**src/rtl/mem_port_arbiter_if.sv**
```systemverilog
// mem_port_arbiter_if: requester, memory-side and status signals of the shared memory port arbiter
interface mem_port_arbiter_if #(
  parameter int ADDR_W = 32,
  parameter int DATA_W = 32
);
  logic              if_req;
  logic [ADDR_W-1:0] if_addr;
  logic              if_flush;
  logic              if_gnt;
  logic              if_rvalid;
  logic [DATA_W-1:0] if_rdata;
  logic                  dm_req;
  logic                  dm_we;
  logic [ADDR_W-1:0]     dm_addr;
  logic [DATA_W-1:0]     dm_wdata;
  logic [DATA_W/8-1:0]   dm_be;
  logic                  dm_gnt;
  logic                  dm_rvalid;
  logic [DATA_W-1:0]     dm_rdata;
  logic                  mem_req;
  logic                  mem_we;
  logic [ADDR_W-1:0]     mem_addr;
  logic [DATA_W-1:0]     mem_wdata;
  logic [DATA_W/8-1:0]   mem_be;
  logic                  mem_ack;
  logic [DATA_W-1:0]     mem_rdata;
  logic                  busy;

  modport master (
    output if_req, if_addr, if_flush, dm_req, dm_we, dm_addr, dm_wdata, dm_be, mem_ack, mem_rdata,
    input  if_gnt, if_rvalid, if_rdata, dm_gnt, dm_rvalid, dm_rdata,
           mem_req, mem_we, mem_addr, mem_wdata, mem_be, busy
  );

  modport slave (
    input  if_req, if_addr, if_flush, dm_req, dm_we, dm_addr, dm_wdata, dm_be, mem_ack, mem_rdata,
    output if_gnt, if_rvalid, if_rdata, dm_gnt, dm_rvalid, dm_rdata,
           mem_req, mem_we, mem_addr, mem_wdata, mem_be, busy
  );
endinterface

```
**src/rtl/mem_port_arbiter.sv**
```systemverilog
// mem_port_arbiter: shares one memory port between fetch and data requesters, data-first with fetch starvation guard
module mem_port_arbiter #(
  parameter int ADDR_W     = 32,
  parameter int DATA_W     = 32,
  parameter int STARVE_MAX = 4
) (
  input logic clk,
  input logic rst,
  mem_port_arbiter_if.slave bus
);
  localparam int BE_W = DATA_W / 8;

  typedef enum logic {IDLE, ACTIVE} state_t;
  typedef enum logic {OWN_IF, OWN_DM} owner_t;

  state_t            state_q, state_d;
  owner_t            owner_q, owner_d;
  logic              drop_q, drop_d;
  logic [3:0]        cnt_q, cnt_d;
  logic              mem_req_q, mem_req_d;
  logic              mem_we_q, mem_we_d;
  logic [ADDR_W-1:0] mem_addr_q, mem_addr_d;
  logic [DATA_W-1:0] mem_wdata_q, mem_wdata_d;
  logic [BE_W-1:0]   mem_be_q, mem_be_d;
  logic              if_gnt_q, if_gnt_d, dm_gnt_q, dm_gnt_d;
  logic              if_rvalid_q, if_rvalid_d, dm_rvalid_q, dm_rvalid_d;
  logic [DATA_W-1:0] if_rdata_q, if_rdata_d, dm_rdata_q, dm_rdata_d;
  logic              pick_dm;

  // data side wins unless fetch has already waited through STARVE_MAX data grants
  assign pick_dm = bus.dm_req && (!bus.if_req || cnt_q < 4'(STARVE_MAX));

  assign bus.if_gnt    = if_gnt_q;
  assign bus.dm_gnt    = dm_gnt_q;
  assign bus.if_rvalid = if_rvalid_q;
  assign bus.dm_rvalid = dm_rvalid_q;
  assign bus.if_rdata  = if_rdata_q;
  assign bus.dm_rdata  = dm_rdata_q;
  assign bus.mem_req   = mem_req_q;
  assign bus.mem_we    = mem_we_q;
  assign bus.mem_addr  = mem_addr_q;
  assign bus.mem_wdata = mem_wdata_q;
  assign bus.mem_be    = mem_be_q;
  assign bus.busy      = (state_q == ACTIVE);

  // arbitration in IDLE, response routing and fetch-drop tracking in ACTIVE
  always_comb begin
    state_d     = state_q;
    owner_d     = owner_q;
    drop_d      = drop_q;
    cnt_d       = cnt_q;
    mem_req_d   = mem_req_q;
    mem_we_d    = mem_we_q;
    mem_addr_d  = mem_addr_q;
    mem_wdata_d = mem_wdata_q;
    mem_be_d    = mem_be_q;
    if_gnt_d    = 1'b0;
    dm_gnt_d    = 1'b0;
    if_rvalid_d = 1'b0;
    dm_rvalid_d = 1'b0;
    if_rdata_d  = if_rdata_q;
    dm_rdata_d  = dm_rdata_q;
    if (state_q == IDLE) begin
      if (pick_dm) begin
        state_d     = ACTIVE;
        owner_d     = OWN_DM;
        drop_d      = 1'b0;
        cnt_d       = bus.if_req ? cnt_q + 4'd1 : 4'd0;
        mem_req_d   = 1'b1;
        mem_we_d    = bus.dm_we;
        mem_addr_d  = bus.dm_addr;
        mem_wdata_d = bus.dm_wdata;
        mem_be_d    = bus.dm_be;
        dm_gnt_d    = 1'b1;
      end else if (bus.if_req) begin
        state_d     = ACTIVE;
        owner_d     = OWN_IF;
        drop_d      = 1'b0;
        cnt_d       = 4'd0;
        mem_req_d   = 1'b1;
        mem_we_d    = 1'b0;
        mem_addr_d  = bus.if_addr;
        mem_wdata_d = '0;
        mem_be_d    = '0;
        if_gnt_d    = 1'b1;
      end
    end else begin
      drop_d = drop_q || (owner_q == OWN_IF && bus.if_flush);
      if (bus.mem_ack) begin
        state_d   = IDLE;
        mem_req_d = 1'b0;
        drop_d    = 1'b0;
        if (owner_q == OWN_DM) begin
          dm_rvalid_d = 1'b1;
          dm_rdata_d  = mem_we_q ? '0 : bus.mem_rdata;
        end else if (!(drop_q || bus.if_flush)) begin
          if_rvalid_d = 1'b1;
          if_rdata_d  = bus.mem_rdata;
        end
      end
    end
  end

  // state and registered outputs, cleared asynchronously by reset
  always_ff @(posedge clk or negedge rst) begin
    if (!rst) begin
      state_q     <= IDLE;
      owner_q     <= OWN_IF;
      drop_q      <= 1'b0;
      cnt_q       <= 4'd0;
      mem_req_q   <= 1'b0;
      mem_we_q    <= 1'b0;
      mem_addr_q  <= '0;
      mem_wdata_q <= '0;
      mem_be_q    <= '0;
      if_gnt_q    <= 1'b0;
      dm_gnt_q    <= 1'b0;
      if_rvalid_q <= 1'b0;
      dm_rvalid_q <= 1'b0;
      if_rdata_q  <= '0;
      dm_rdata_q  <= '0;
    end else begin
      state_q     <= state_d;
      owner_q     <= owner_d;
      drop_q      <= drop_d;
      cnt_q       <= cnt_d;
      mem_req_q   <= mem_req_d;
      mem_we_q    <= mem_we_d;
      mem_addr_q  <= mem_addr_d;
      mem_wdata_q <= mem_wdata_d;
      mem_be_q    <= mem_be_d;
      if_gnt_q    <= if_gnt_d;
      dm_gnt_q    <= dm_gnt_d;
      if_rvalid_q <= if_rvalid_d;
      dm_rvalid_q <= dm_rvalid_d;
      if_rdata_q  <= if_rdata_d;
      dm_rdata_q  <= dm_rdata_d;
    end
  end
endmodule

```
**src/flat_wrapper.sv**
```systemverilog
// flat-port wrapper written by rule: the top's interface ports become plain ports
module mem_port_arbiter_flat 
#(
  parameter int ADDR_W     = 32,
  parameter int DATA_W     = 32,
  parameter int STARVE_MAX = 4
)
  (clk, rst, bus_if_req, bus_if_addr, bus_if_flush, bus_dm_req, bus_dm_we, bus_dm_addr, bus_dm_wdata, bus_dm_be, bus_mem_ack, bus_mem_rdata, bus_if_gnt, bus_if_rvalid, bus_if_rdata, bus_dm_gnt, bus_dm_rvalid, bus_dm_rdata, bus_mem_req, bus_mem_we, bus_mem_addr, bus_mem_wdata, bus_mem_be, bus_busy);
  mem_port_arbiter_if #(.ADDR_W(ADDR_W), .DATA_W(DATA_W)) bus_i ();
  input logic clk;
  input logic rst;
  input wire logic [$bits(bus_i.if_req)-1:0] bus_if_req;
  input wire logic [$bits(bus_i.if_addr)-1:0] bus_if_addr;
  input wire logic [$bits(bus_i.if_flush)-1:0] bus_if_flush;
  input wire logic [$bits(bus_i.dm_req)-1:0] bus_dm_req;
  input wire logic [$bits(bus_i.dm_we)-1:0] bus_dm_we;
  input wire logic [$bits(bus_i.dm_addr)-1:0] bus_dm_addr;
  input wire logic [$bits(bus_i.dm_wdata)-1:0] bus_dm_wdata;
  input wire logic [$bits(bus_i.dm_be)-1:0] bus_dm_be;
  input wire logic [$bits(bus_i.mem_ack)-1:0] bus_mem_ack;
  input wire logic [$bits(bus_i.mem_rdata)-1:0] bus_mem_rdata;
  output wire logic [$bits(bus_i.if_gnt)-1:0] bus_if_gnt;
  output wire logic [$bits(bus_i.if_rvalid)-1:0] bus_if_rvalid;
  output wire logic [$bits(bus_i.if_rdata)-1:0] bus_if_rdata;
  output wire logic [$bits(bus_i.dm_gnt)-1:0] bus_dm_gnt;
  output wire logic [$bits(bus_i.dm_rvalid)-1:0] bus_dm_rvalid;
  output wire logic [$bits(bus_i.dm_rdata)-1:0] bus_dm_rdata;
  output wire logic [$bits(bus_i.mem_req)-1:0] bus_mem_req;
  output wire logic [$bits(bus_i.mem_we)-1:0] bus_mem_we;
  output wire logic [$bits(bus_i.mem_addr)-1:0] bus_mem_addr;
  output wire logic [$bits(bus_i.mem_wdata)-1:0] bus_mem_wdata;
  output wire logic [$bits(bus_i.mem_be)-1:0] bus_mem_be;
  output wire logic [$bits(bus_i.busy)-1:0] bus_busy;
  assign bus_i.if_req = bus_if_req;
  assign bus_i.if_addr = bus_if_addr;
  assign bus_i.if_flush = bus_if_flush;
  assign bus_i.dm_req = bus_dm_req;
  assign bus_i.dm_we = bus_dm_we;
  assign bus_i.dm_addr = bus_dm_addr;
  assign bus_i.dm_wdata = bus_dm_wdata;
  assign bus_i.dm_be = bus_dm_be;
  assign bus_i.mem_ack = bus_mem_ack;
  assign bus_i.mem_rdata = bus_mem_rdata;
  assign bus_if_gnt = bus_i.if_gnt;
  assign bus_if_rvalid = bus_i.if_rvalid;
  assign bus_if_rdata = bus_i.if_rdata;
  assign bus_dm_gnt = bus_i.dm_gnt;
  assign bus_dm_rvalid = bus_i.dm_rvalid;
  assign bus_dm_rdata = bus_i.dm_rdata;
  assign bus_mem_req = bus_i.mem_req;
  assign bus_mem_we = bus_i.mem_we;
  assign bus_mem_addr = bus_i.mem_addr;
  assign bus_mem_wdata = bus_i.mem_wdata;
  assign bus_mem_be = bus_i.mem_be;
  assign bus_busy = bus_i.busy;
  mem_port_arbiter #(.ADDR_W(ADDR_W), .DATA_W(DATA_W), .STARVE_MAX(STARVE_MAX)) u_core (.clk(clk), .rst(rst), .bus(bus_i));
endmodule
```
**config.mk**
```make
export PLATFORM = sky130hd
export DESIGN_NAME = mem_port_arbiter_flat
export DESIGN_NICKNAME = d
export VERILOG_FILES = /design/src/rtl/mem_port_arbiter_if.sv /design/src/rtl/mem_port_arbiter.sv /design/src/flat_wrapper.sv
export SDC_FILE = /design/constraint.sdc
export NUM_CORES = 1
export LEC_CHECK = 0
export CORE_MARGIN = 3
export CORE_UTILIZATION = 41
export CTS_CLUSTER_SIZE = 12
export DETAILED_ROUTE_END_ITERATION = 7
export GPL_TIMING_DRIVEN = 0
export PLACE_DENSITY = 0.8
export SYNTH_ARGS = -nofsm -noshare
export SYNTH_HDL_FRONTEND = slang
export SYNTH_SLANG_ARGS = --single-unit
export TNS_END_PERCENT = 10
```
**constraint.sdc**
```tcl
create_clock -name clk -period 1.8 [get_ports clk]
set_input_delay 0.54 -clock clk [delete_from_list [all_inputs] [get_ports clk]]
set_output_delay 0.54 -clock clk [all_outputs]
set_load 0.05 [all_outputs]
```
* Word level (Yosys, flattened, before mapping)
Index checks and enable logic that the tools add are counted.
** Word-level totals
- Flip-flop bits (word level) :: 145
- Output and inout bits :: 139
- Logic and storage cells :: 67
** Operators by class
- Add/sub/neg operators :: 1
- $lt $le $gt $ge :: 1
- Equal/unequal tests :: 1
- Multiplexer cells :: 34
- Bitwise gates (word level) :: 3
- Reductions and logical operators :: 12
** Operators with widths (number)
- 32-bit 2-to-1 mux :: 5
- 1-bit 2-to-1 mux :: 25
- 4-bit 2-to-1 mux :: 4
- 4-bit by 1-bit adder with 4-bit output, second input constant :: 1
- 4-bit by 3-bit < comparator with 1-bit output, second input constant :: 1
- 2-bit AND reduction :: 2
- 4-bit AND reduction :: 1
- 1-bit logical OR :: 3
- 1-bit inverter :: 3
- 3-bit AND reduction :: 1
- 3-bit nonzero test :: 1
- 1-bit logical AND :: 2
- 2-bit != test, second input constant :: 1
- 2-bit nonzero test :: 1
- 1-bit zero test :: 1

* Longest topological paths before layout
- Depth after elaboration :: 5
- Depth in mapped cells :: 6
- Mapped depth without buffers :: 3

* Worst setup path after synthesis
OpenSTA, ideal clock, no wires.
- Path kind :: reg2reg
- From :: register u_core.state_q (netlist: u_core.bus.busy)
- To :: register u_core.if_rdata_q[10] (netlist: u_core.bus.if_rdata[10])
- Library setup time :: 0.125 ns
- Arrival time :: 1.720 ns
- Required time :: 1.675 ns
- Slack :: -0.045 ns
- Cell stages (with the launch flop) :: 6
- Clock period less this slack :: 1.845 ns
- Cells stage by stage :: dfrtp_1 -> buf_6 -> nand2_4 -> nor4_4 -> buf_6 -> mux2_2
** Between the ends
- Cells in the longest elaborated chain, start to end :: 1
** Ends and longest elaborated chain
- from (decl) :: line mem_port_arbiter.sv:16 : state_t state_q, state_d;
- from (signal assigned) :: line mem_port_arbiter.sv:123 : state_q <= state_d;
- 4-bit AND reduction (no source line)
- to (signal assigned) :: line mem_port_arbiter.sv:136 : if_rdata_q <= if_rdata_d;
- to (decl) :: line mem_port_arbiter.sv:27 : logic [DATA_W-1:0] if_rdata_q, if_rdata_d, dm_rdata_q, dm_rdata_d;
Every way passes these cells.
A chain may end at the register's enable or synchronous reset.

* Final worst setup path
- From :: register u_core.mem_wdata_q[15] (netlist: u_core.bus.mem_wdata[15])
- To :: output bus_mem_wdata[15]
** RTL lines
- from (decl) :: line mem_port_arbiter.sv:23 : logic [DATA_W-1:0] mem_wdata_q, mem_wdata_d;
- from (signal assigned) :: line mem_port_arbiter.sv:130 : mem_wdata_q <= mem_wdata_d;
- to (decl) :: line flat_wrapper.sv:31 : output wire logic [$bits(bus_i.mem_wdata)-1:0] bus_mem_wdata;
No word-level cell between the ends.

==> flow_summary.toml <==
[timing]
fmax_ghz = 0.573
fin_crit_ns = 1.75
final.setup_skew_ns = 0.00990
hold_ws_ns = 0.158
setup_viol = 0
hold_violations = 0
worstMarginPinSlew_ns = 0.700
rsz0062_at_grt = "yes"
drv_slew = 0
relSlewSlack_pct = 53.3
fin_crit_sh_pct = 97.0

[logic_synthesis]
async_flop_share_pct = 100
yosys.area.top_type = "dfrtp_1"
ys_top_cells_by_area = "dfrtp_1, nand2_1, mux2_2"
synth_fp_nets = 655
yosysWarningCount = 0
synth-edff-count = 0
netlist_area_um2 = 5920
synth_flop_cell = "dfrtp_1"
syn_inst = 515
ys_ff_latch = 145
syn_area_per_cell_um2 = 11.5
synth_top_area_share_pct = 61.2
synth_cell_types = 32
ys_seq_area_share_pct = 61.2

[setup_path]
path_class = "reg2out"
cp.arrival_ns = 1.21
worst_ep_required_time_ns = 1.26
cpPeakStageDelay_ns = 0.40
worst-path-buf-inv = 1
worstPathMaxFanout = 2
crit_slowest_cell = "clkdlybuf4s15_2"
crit_chain = "clkdlybuf4s15_2"
start_kind = "flip-flop"
critical_path.top_delay_family = "buffers and inverters"
cp-end-kind = "primary output"

[clocking]
clk-insertion-delay-late_ns = 0.42
cts_made_buffers = 17
cts_root_buf = "clkbuf_16"
clk_pin_slew_ns = 0.06
clk_path_buf_depth = 2
htree_levels = 4
clock_sinks = 145
cts_hold_buf = 0
tritoncts = "yes"

[grt]
grt_pass1_vias = 5599
overflow = 0
grt_util_all_layers_pct = 23.6
grt_antenna_before_repair = 0
grt_start_max_net_pins = 78
grt_pass1_wl_mm = 29.6

[final_layout]
area_growth_pct = 64.5
antennaDiodeCount = 0
nets = 951
layout_commonest_cell = "dfrtp_1"
fin_cells = 1004
fin_util_pct = 69.7
drive_gt1_share_pct = 28.9
fill_cells = 972
most-common-layout-cells = "dfrtp_1, clkdlybuf4s15_2, clkdlybuf4s50_1"

[power]
p_leak_nw = 4.19
peakVddDrop_mv = 0.651
finalPower_mw = 15.0
power_density_nw_per_um2 = 1540

[die]
die_h_um = 126
core_um2 = 14000
placementRows = 43
start_util_pct = 42.4
ios = 278
die_area_um2 = 15900
die_width_um = 126

[route]
viasPerCell = 5.29
dr.first_iter.drc_count = 319
dr_total_vias = 5312
postRouteAntennaNets = 0
wl_per_cell_um = 18.7
wl_mm = 18.8
drt_first_pass_iters = 6
drc = 0

[placed_design]
dp_cells = 972
place.detailed.hpwl_mm = 14.0
place_congestion = 0.897
numPortBuffers = 276

[outcome]
status = "complete, no violations"

[run]
cap_viol_max_count = 0

[min_path]
min_path_type = "in2async"
state kept, by name, indices dropped and copies added (netlist names):
name / count
u_core.bus.busy: 1
u_core.bus.dm_gnt: 1
u_core.bus.dm_rdata: 32
u_core.bus.dm_rvalid: 1
u_core.bus.if_gnt: 1
u_core.bus.if_rdata: 32
u_core.bus.if_rvalid: 1
u_core.bus.mem_addr: 32
u_core.bus.mem_be: 4
u_core.bus.mem_req: 1
u_core.bus.mem_wdata: 32
u_core.bus.mem_we: 1
u_core.cnt_q: 4
u_core.drop_q: 1
u_core.owner_q: 1
synth_stat cells, drive strengths merged, types with 2 or more instances:
cell    instances
dfrtp         145
nand2         101
a22o           38
nand2b         34
mux2           33
o21ai          33
nand4          32
o211ai         32
buf            24
clkbuf         20
inv             3
nor2            3
nor3            3
a21oi           2
o22ai           2
cell families after synthesis:
logic type,Yosys count,share of synthesized area [%]
compound gates,112,13.6
fa+ha+maj,1,0.211
buf+inv,47,4.01
flops,145,61.2
mux,33,6.27
simple gates,177,14.7
report_power, final:
part | leakage [nW] | internal (mW) | switching (mW)
clock network | 0.305 | 2.41 | 1.36
logic | 2.07 | 2.12 | 4.39
registers | 1.82 | 4.16 | 0.565
repair_timing:
item                                    CTS  global route
gates resized for setup                 421            11
endpoints found under the hold margin     0             0
endpoints found under the setup margin  201            45
buffers inserted                          0             0
cloned                                    0             0
pin swaps                                 0             0
path summary, 6_finish.rpt:
kind                                           from                      end  slack [ns]  cells past startpoint
min in group clk             u_core.bus.dm_rdata[9]   u_core.bus.dm_rdata[9]        0.48                      2
max                        u_core.bus.mem_wdata[15]        bus_mem_wdata[15]        0.05                      1
max reg2reg                         u_core.bus.busy  u_core.bus.if_rdata[21]        0.09                      5
min reg2reg                  u_core.bus.dm_rdata[9]   u_core.bus.dm_rdata[9]        0.48                      2
min                                             rst  u_core.bus.dm_rdata[29]        0.16                      1
max in group asynchronous                       rst          u_core.bus.busy        0.85                      2
layer usage:
metal	track usage (%)	vias to the layer above	wire length (um)
li1	-	2423	-
met1	27.6	2600	7240
met2	40.7	256	9530
met3	7.55	33	1500
met4	8.52	0	493
met5	0	-	0
through the flow:
step	cell area, um^2	setup slack [ns]	setup TNS (ns)
2_1_floorplan	5930	0.101	0
3_3_place_gp	8910	-5.78	-813.44
3_5_place_dp	8940	-0.615	-58.12
4_1_cts	9740	0.00406	0
5_1_grt	9740	-0.00709	-0.0180
6_report	9740	0.0535	0
layout make-up:
cell class | instances | area, um^2 | share of cell area (%)
multi-input cells | 323 | 2060 | 21.1
flip-flops and latches | 145 | 3630 | 37.2
clock inverters | 11 | 175 | 1.80
clock buffers | 21 | 460 | 4.73
repair buffers | 277 | 2940 | 30.2
inverters | 3 | 11.3 | 0.116
plain buffers | 44 | 238 | 2.44
well taps | 180 | 225 | 2.31
Power figures use the tool's default switching activity.
